==> src/rtl/t5_pkg.sv <==
// Shared constants for the t5 writeback slice: major opcodes and load access sizes.
package t5_pkg;

  localparam logic [4:0] OPC_LOAD   = 5'b00000;
  localparam logic [4:0] OPC_STORE  = 5'b01000;
  localparam logic [4:0] OPC_BRANCH = 5'b11000;

  typedef enum logic [1:0] {
    SZ_B = 2'd0,
    SZ_H = 2'd1,
    SZ_W = 2'd2,
    SZ_D = 2'd3
  } size_e;

endpackage

==> src/rtl/t5_wback_if.sv <==
// Writeback result bundle: register-file write port plus per-hart replay/error status.
interface t5_wback_if #(
  parameter int XLEN  = 32,
  parameter int HARTW = 2
);

  logic [XLEN-1:0]  rd0d;
  logic [4:0]       rd0a;
  logic             rd0e;
  logic [HARTW-1:0] mhart;
  logic             mrpl;
  logic             mberr;

  modport master (output rd0d, rd0a, rd0e, mhart, mrpl, mberr);
  modport slave  (input  rd0d, rd0a, rd0e, mhart, mrpl, mberr);

endinterface

==> src/rtl/t5_ldext.sv <==
// Load lane alignment and sign/zero extension, plus legality check of the byte-lane select.
module t5_ldext
  import t5_pkg::*;
#(
  parameter int XLEN = 32
) (
  input  logic [XLEN/8-1:0] xsel,
  input  logic [2:0]        fn3,
  input  logic [XLEN-1:0]   dwb_dti,
  output logic [XLEN-1:0]   dext,
  output logic              ill
);

  localparam int NB = XLEN / 8;
  localparam int OW = $clog2(NB);

  size_e           size;
  logic [OW-1:0]   off;
  logic [63:0]     m64;
  logic [15:0]     want;
  logic [2:0]      amask;
  logic [XLEN-1:0] sh;
  logic [XLEN-1:0] msk;
  logic [XLEN-1:0] top;
  logic            sgn;

  always_comb begin
    size = size_e'(fn3[1:0]);
    off  = '0;
    for (int i = NB - 1; i >= 0; i--) begin
      if (xsel[i]) off = OW'(i);
    end
    case (size)
      SZ_B:    begin m64 = 64'h0000_0000_0000_00FF; amask = 3'd0; want = 16'h0001; end
      SZ_H:    begin m64 = 64'h0000_0000_0000_FFFF; amask = 3'd1; want = 16'h0003; end
      SZ_W:    begin m64 = 64'h0000_0000_FFFF_FFFF; amask = 3'd3; want = 16'h000F; end
      default: begin m64 = 64'hFFFF_FFFF_FFFF_FFFF; amask = 3'd7; want = 16'h00FF; end
    endcase
    want = want << off;
    sh   = dwb_dti >> {off, 3'b000};
    msk  = m64[XLEN-1:0];
    top  = msk & ~(msk >> 1);
    sgn  = !fn3[2] && ((sh & top) != '0);
    // the lane pattern must be exactly the size mask at a size-aligned offset
    ill  = (want != {{(16 - NB){1'b0}}, xsel}) ||
           ((3'(off) & amask) != 3'd0) ||
           ((XLEN == 32) && (size == SZ_D));
    dext = (sh & msk) | (sgn ? ~msk : '0);
  end

endmodule

==> src/rtl/t5_wback.sv <==
// Writeback stage: D->X->M decode pipeline, load resolution in X, per-hart load replay in M.
module t5_wback
  import t5_pkg::*;
#(
  parameter int XLEN  = 32,
  parameter int HARTW = 2,
  parameter int RTRY  = 15
) (
  input  logic              sclk,
  input  logic              srst,
  input  logic              sena,
  input  logic [31:0]       iwb_dat,
  input  logic              xstb,
  input  logic              xwre,
  input  logic [XLEN/8-1:0] xsel,
  input  logic [XLEN-1:0]   dwb_dti,
  input  logic              dwb_ack,
  input  logic [XLEN-1:0]   mpc,
  input  logic [XLEN-1:0]   malu,
  t5_wback_if.master        wb
);

  localparam int NHART = 2 ** HARTW;

  logic [4:0]       dopc, drd;
  logic             dwr, dld;
  logic [4:0]       xrd;
  logic             xwr, xld, xload;
  logic [2:0]       xfn3;
  logic [4:0]       mrd;
  logic             mwr, mld, mnak, mill;
  logic [XLEN-1:0]  dext, lext;
  logic             lill;
  logic [3:0]       cnt [NHART];
  logic [HARTW-1:0] hart;
  logic             tmo, rpl;
  logic             unused_bits;

  assign dopc  = iwb_dat[6:2];
  assign drd   = iwb_dat[11:7];
  assign dwr   = (drd != 5'd0) && (dopc != OPC_STORE) && (dopc != OPC_BRANCH);
  assign dld   = (dopc == OPC_LOAD);
  assign xload = xld && xstb && !xwre;

  t5_ldext #(.XLEN(XLEN)) u_ldext (
    .xsel    (xsel),
    .fn3     (xfn3),
    .dwb_dti (dwb_dti),
    .dext    (lext),
    .ill     (lill)
  );

  always_ff @(posedge sclk) begin
    if (srst) begin
      xrd  <= '0;
      xwr  <= 1'b0;
      xld  <= 1'b0;
      xfn3 <= '0;
      mrd  <= '0;
      mwr  <= 1'b0;
      mld  <= 1'b0;
      mnak <= 1'b0;
      mill <= 1'b0;
      dext <= '0;
      for (int h = 0; h < NHART; h++) cnt[h] <= '0;
    end else if (sena) begin
      xrd  <= drd;
      xwr  <= dwr;
      xld  <= dld;
      xfn3 <= iwb_dat[14:12];
      mrd  <= xrd;
      mwr  <= xwr;
      mld  <= xld;
      // a nak'd or illegal load carries zero data so nothing stale can reach rd0d
      if (xload) begin
        if (lill) begin
          dext <= '0;
          mill <= 1'b1;
          mnak <= 1'b0;
        end else if (dwb_ack) begin
          dext <= lext;
          mill <= 1'b0;
          mnak <= 1'b0;
        end else begin
          dext <= '0;
          mill <= 1'b0;
          mnak <= 1'b1;
        end
      end else begin
        mill <= 1'b0;
        mnak <= 1'b0;
      end
      if (rpl) cnt[hart] <= cnt[hart] + 4'd1;
      else if (mld) cnt[hart] <= '0;
    end
  end

  assign hart = mpc[HARTW-1:0];
  assign tmo  = mld && mnak && (cnt[hart] == 4'(RTRY));
  assign rpl  = mld && mnak && !tmo && !mill;

  assign wb.rd0d  = mld ? dext : malu;
  assign wb.rd0a  = mrd;
  assign wb.rd0e  = mwr && !(mld && (mnak || mill));
  assign wb.mhart = hart;
  assign wb.mrpl  = rpl;
  assign wb.mberr = mld && (mill || tmo);

  assign unused_bits = ^{iwb_dat[31:15], iwb_dat[1:0], mpc[XLEN-1:HARTW]};

endmodule

==> src/flat_wrapper.sv <==
// flat-port wrapper written by rule: the top's interface ports become plain ports
module t5_wback_flat import t5_pkg::*;
#(
  parameter int XLEN  = 32,
  parameter int HARTW = 2,
  parameter int RTRY  = 15
)
  (sclk, srst, sena, iwb_dat, xstb, xwre, xsel, dwb_dti, dwb_ack, mpc, malu, wb_rd0d, wb_rd0a, wb_rd0e, wb_mhart, wb_mrpl, wb_mberr);
  t5_wback_if #(.XLEN(XLEN), .HARTW(HARTW)) wb_i ();
  input  logic sclk;
  input  logic srst;
  input  logic sena;
  input  logic [31:0] iwb_dat;
  input  logic xstb;
  input  logic xwre;
  input  logic [XLEN/8-1:0] xsel;
  input  logic [XLEN-1:0] dwb_dti;
  input  logic dwb_ack;
  input  logic [XLEN-1:0] mpc;
  input  logic [XLEN-1:0] malu;
  output wire logic [$bits(wb_i.rd0d)-1:0] wb_rd0d;
  output wire logic [$bits(wb_i.rd0a)-1:0] wb_rd0a;
  output wire logic [$bits(wb_i.rd0e)-1:0] wb_rd0e;
  output wire logic [$bits(wb_i.mhart)-1:0] wb_mhart;
  output wire logic [$bits(wb_i.mrpl)-1:0] wb_mrpl;
  output wire logic [$bits(wb_i.mberr)-1:0] wb_mberr;
  assign wb_rd0d = wb_i.rd0d;
  assign wb_rd0a = wb_i.rd0a;
  assign wb_rd0e = wb_i.rd0e;
  assign wb_mhart = wb_i.mhart;
  assign wb_mrpl = wb_i.mrpl;
  assign wb_mberr = wb_i.mberr;
  t5_wback #(.XLEN(XLEN), .HARTW(HARTW), .RTRY(RTRY)) u_core (.sclk(sclk), .srst(srst), .sena(sena), .iwb_dat(iwb_dat), .xstb(xstb), .xwre(xwre), .xsel(xsel), .dwb_dti(dwb_dti), .dwb_ack(dwb_ack), .mpc(mpc), .malu(malu), .wb(wb_i));
endmodule
==> config.mk <==
export PLATFORM = sky130hd
export DESIGN_NAME = t5_wback_flat
export DESIGN_NICKNAME = d
export VERILOG_FILES = /design/src/rtl/t5_pkg.sv /design/src/rtl/t5_wback_if.sv /design/src/rtl/t5_ldext.sv /design/src/rtl/t5_wback.sv /design/src/flat_wrapper.sv
export SDC_FILE = /design/constraint.sdc
export NUM_CORES = 1
export LEC_CHECK = 0
export CAP_MARGIN = 20
export CORE_MARGIN = 8
export CORE_UTILIZATION = 42
export DETAILED_ROUTE_END_ITERATION = 7
export PLACE_DENSITY = 0.8
export SYNTH_ARGS = -nofsm -noshare
export SYNTH_HDL_FRONTEND = slang
export SYNTH_SLANG_ARGS = --single-unit
==> constraint.sdc <==
create_clock -name sclk -period 2.9 [get_ports sclk]
set_input_delay 0.58 -clock sclk [delete_from_list [all_inputs] [get_ports sclk]]
set_output_delay 0.58 -clock sclk [all_outputs]
set_load 0.01 [all_outputs]
==> flow_summary.yaml <==
floorplan:
  fp.coreArea_mm2: 0.00876
  io_pins: 180
  die_height_um: 111
  floorplan.die_area_mm2: 0.0124
  floorplan.die.width_um: 111
  start_util_pct: 43.5
  row_count: 34
timing:
  layout_min_cycle_time_ps: 2820
  actual_transition_at_the_worst_max_transition_pin_ps: 669
  timing.fmax_mhz: 355
  max_slew_margin_pct: 55.3
  timing.setup.tns_ps: 0
  finalSetupViolCount: 0
  final_max_slew_viol_count: 0
  clock_skew_ps: 12.4
  finalCritPeriodShare_pct: 97.1
  grt_setup_unrepaired: "false"
  finalHoldViolations: 0
  worst_slack_ps: 84.0
global_routing:
  first_global_vias: 3502
  grt_met3_usage_pct: 4.00
  grt_use_met2_pct: 30.9
  gr-max-usage-layer: "met2"
  globalRouteTotalUtil_pct: 17.9
  antenna_violations_before_repair: 0
  grt_max_degree: 39
  grt_pass1_wl_um: 18200
  met1_resource_use_gr_pct: 20.7
  globalRoute.totalOverflow: 0
logic_synthesis:
  post_synth_main_area_contributors: "sky130_fd_sc_hd__dfxtp_1, sky130_fd_sc_hd__edfxtp_1, sky130_fd_sc_hd__mux2_2, sky130_fd_sc_hd__mux2i_1, sky130_fd_sc_hd__nor2_1"
  ys_async_sr_fraction_pct: 0
  post_synth_fa_ha_maj_area_fraction_pct: 0.328
  synth_top_family_by_area: "multiplexers"
  netlist-cell-type-count: 58
  synth_top_area_share_pct: 26.8
  yosys_most_used_dff: "sky130_fd_sc_hd__dfxtp_1"
  synth_compound_area_share_pct: 16.8
  post_synth_mux_area_share_pct: 23.6
  ys_top_cells_by_count: "sky130_fd_sc_hd__dfxtp_1, sky130_fd_sc_hd__mux2_2, sky130_fd_sc_hd__nor2_1"
  synth_edf_count: 16
  yosys.area_share.simple_pct: 14.5
  synth_area_per_cell_um2: 9.99
  yosys.area_share.xor_xnor_pct: 0.459
  post_synthesis_cell_area_mm2: 0.00381
  synth.yosys.seq_area_share_pct: 39.4
  synth-seq-cells: 67
  yosysMostFrequentCell: "sky130_fd_sc_hd__dfxtp_1"
  synth_nets: 521
  synthCells: 382
  synth.yosys.warnings: 0
  synth_largest_area_cell: "sky130_fd_sc_hd__dfxtp_1"
routing:
  detail_route.drc_violations: 0
  routed_wire_length_per_instance_um: 18.4
  drt_first_pass_iters: 4
  dr_total_vias: 3447
  vias_per_cell: 5.48
  wirelength_um: 11600
  detail_route.iter0.violations: 159
  route.antenna.remaining_nets: 0
cts:
  clock_tree_from_tritoncts: "yes"
  cts-htree-levels: 3
  cts_root_buf: "sky130_fd_sc_hd__clkbuf_8"
  cts.sinks: 67
  clock_tree.buffer_depth: 2
  worst_setup_hold_path_clk_slew_ps: 70
  clock_buffer_count_from_cts: 9
  clock_latency_ps: 330
power:
  power.density_mw_per_mm2: 409
  vdd_drop_max_mv: 0.203
  p_leak_nw: 2.13
worst_setup_path:
  timing.critical_path.required_ps: 2320
  worst_r2r_path_depth: 5
  cp_data_arrival_time_ps: 2240
  crit_path_max_fanout: 4
  setup.worst_path.class: "primary input to output pin"
  critical_path.endpoint: "wb_mberr"
  reg2reg_slack_ps: 680
  regToRegEndpoint: "u_core.cnt[2][0]"
  cp-startpoint: "mpc[0]"
  crit_path_max_incr_delay_ps: 540
  crit_path_capture_type: "output pin"
  r2r-start: "u_core.mld"
  crit_path_start_kind: "primary input"
  path_cells: "clkbuf_4 > mux4_2 > ha_2 > and3_1 > buf_4 > a21oi_2 > nor2b_1 > dlygate4sd2_1"
  critical_path.slowest_cell: "sky130_fd_sc_hd__mux4_2"
layout:
  area_growth_syn_to_layout_pct: 44.2
  diodes: 0
  num-nets-final: 655
  final_cell_area_mm2: 0.00550
  drive_gt1_share_pct: 18.2
run:
  max-cap-violations: 0
min_path:
  timing.hold.worst.class: "register to register"
placement:
  dpl-instance-area_mm2: 0.00527
  place_hpwl_um: 8980
  finalWeightedCongestion: 0.886
  io_buffers: 130
  place_ws_ps: -688
outcome:
  run_status: "finished, final reports clean"
how the worst min path moves through the flow:
stage                     cells after the start             from               to
after detailed placement                      2  u_core.dext[10]  u_core.dext[10]
after CTS                                     2  u_core.dext[29]  u_core.dext[29]
final                                         2  u_core.dext[10]  u_core.dext[10]
after global placement                        2  u_core.dext[24]  u_core.dext[24]
after floorplan                               2  u_core.dext[16]  u_core.dext[16]
after global routing                          2  u_core.dext[21]  u_core.dext[21]
routing by layer:
| metal | wire length (µm) | share of wire [%] |
|---|---|---|
| met3 | 643 | 5.6 |
| met2 | 5850 | 51 |
| met1 | 4700 | 41 |
| met4 | 361 | 3.1 |
| met5 | 0 | 0 |
logic make-up (layout without fill, tap and decap cells):
group,Yosys count,after routing
compound gates,81,81
xor+xnor,2,2
fa+ha+maj,1,1
buf+inv,40,179
flops,67,67
mux,80,80
simple gates,111,111
power by group:
| group | internal [mW] | switching (mW) |
|---|---|---|
| sequential | 0.972 | 0.0133 |
| clock | 0.443 | 0.351 |
| combinational | 0.274 | 0.195 |
| total | 1.69 | 0.560 |
through the flow:
stage               hold WS, ps  power (mW)  utilization, %  instances
floorplan                   419        1.22               -        382
global placement            436        1.45            60.1        610
detailed placement          445        1.47            60.1        610
CTS                         464        2.26            62.6        628
global route                482        2.35            62.8        629
finish                      457        2.25            62.8        629
layout make-up:
cell class              instances  area (µm²)
clock inverters                 4        50.0
multi-input cells             275        2130
repair buffers                154        1490
flip-flops and latches         67        1500
fillers                       743        3260
inverters                       9        33.8
well taps                     108         135
clock buffers                  12         155
placed cells by master, fill, tap and decap left out, types with 3 or more instances in the layout:
master	count
sky130_fd_sc_hd__nor3_1	4
sky130_fd_sc_hd__dlygate4sd2_1	3
sky130_fd_sc_hd__nand2_1	31
sky130_fd_sc_hd__o21ai_0	12
sky130_fd_sc_hd__nor2_1	38
sky130_fd_sc_hd__mux4_2	4
sky130_fd_sc_hd__nand2b_1	6
sky130_fd_sc_hd__edfxtp_1	16
sky130_fd_sc_hd__or4_1	3
sky130_fd_sc_hd__a22o_1	8
sky130_fd_sc_hd__o31ai_1	15
sky130_fd_sc_hd__inv_1	9
sky130_fd_sc_hd__or3_1	4
sky130_fd_sc_hd__a221oi_1	7
sky130_fd_sc_hd__and2_1	3
sky130_fd_sc_hd__clkdlybuf4s50_1	126
sky130_fd_sc_hd__o21a_1	8
sky130_fd_sc_hd__clkbuf_8	11
sky130_fd_sc_hd__nor2b_1	3
sky130_fd_sc_hd__mux2_2	39
sky130_fd_sc_hd__a21boi_0	9
sky130_fd_sc_hd__mux2i_1	37
sky130_fd_sc_hd__nor4b_1	3
sky130_fd_sc_hd__buf_4	22
sky130_fd_sc_hd__dfxtp_1	51
state kept, by name, indices dropped and copies added (netlist names):
| signal | flops |
|---|---|
| u_core.xfn3 | 3 |
| u_core.mnak | 1 |
| u_core.dext | 32 |
| u_core.cnt | 16 |
| u_core.mld | 1 |
| u_core.mill | 1 |
| u_core.xld | 1 |
| u_core.xwr | 1 |
| u_core.wb.rd0a | 5 |
| u_core.xrd | 5 |
| u_core.mwr | 1 |
worst max-delay path: cells and delay by family:
family / cells / cell delay, ps
adder cells (fa/ha/maj): 1 / 210
buffers and inverters: 3 / 570
AO/OA/AOI/OAI: 1 / 120
multiplexers: 1 / 540
AND/OR/NAND/NOR: 2 / 210
timing repair:
item / 4_1_cts / 5_1_grt
cloned: 0 / 0
pin swaps: 0 / 0
gates resized for setup: 7 / 4
hold buffers: 0 / 0
setup endpoints to repair: 2 / 2
setup buffers: 2 / 1
endpoints found under the hold margin: 0 / 0
Power figures use the tool's default switching activity.
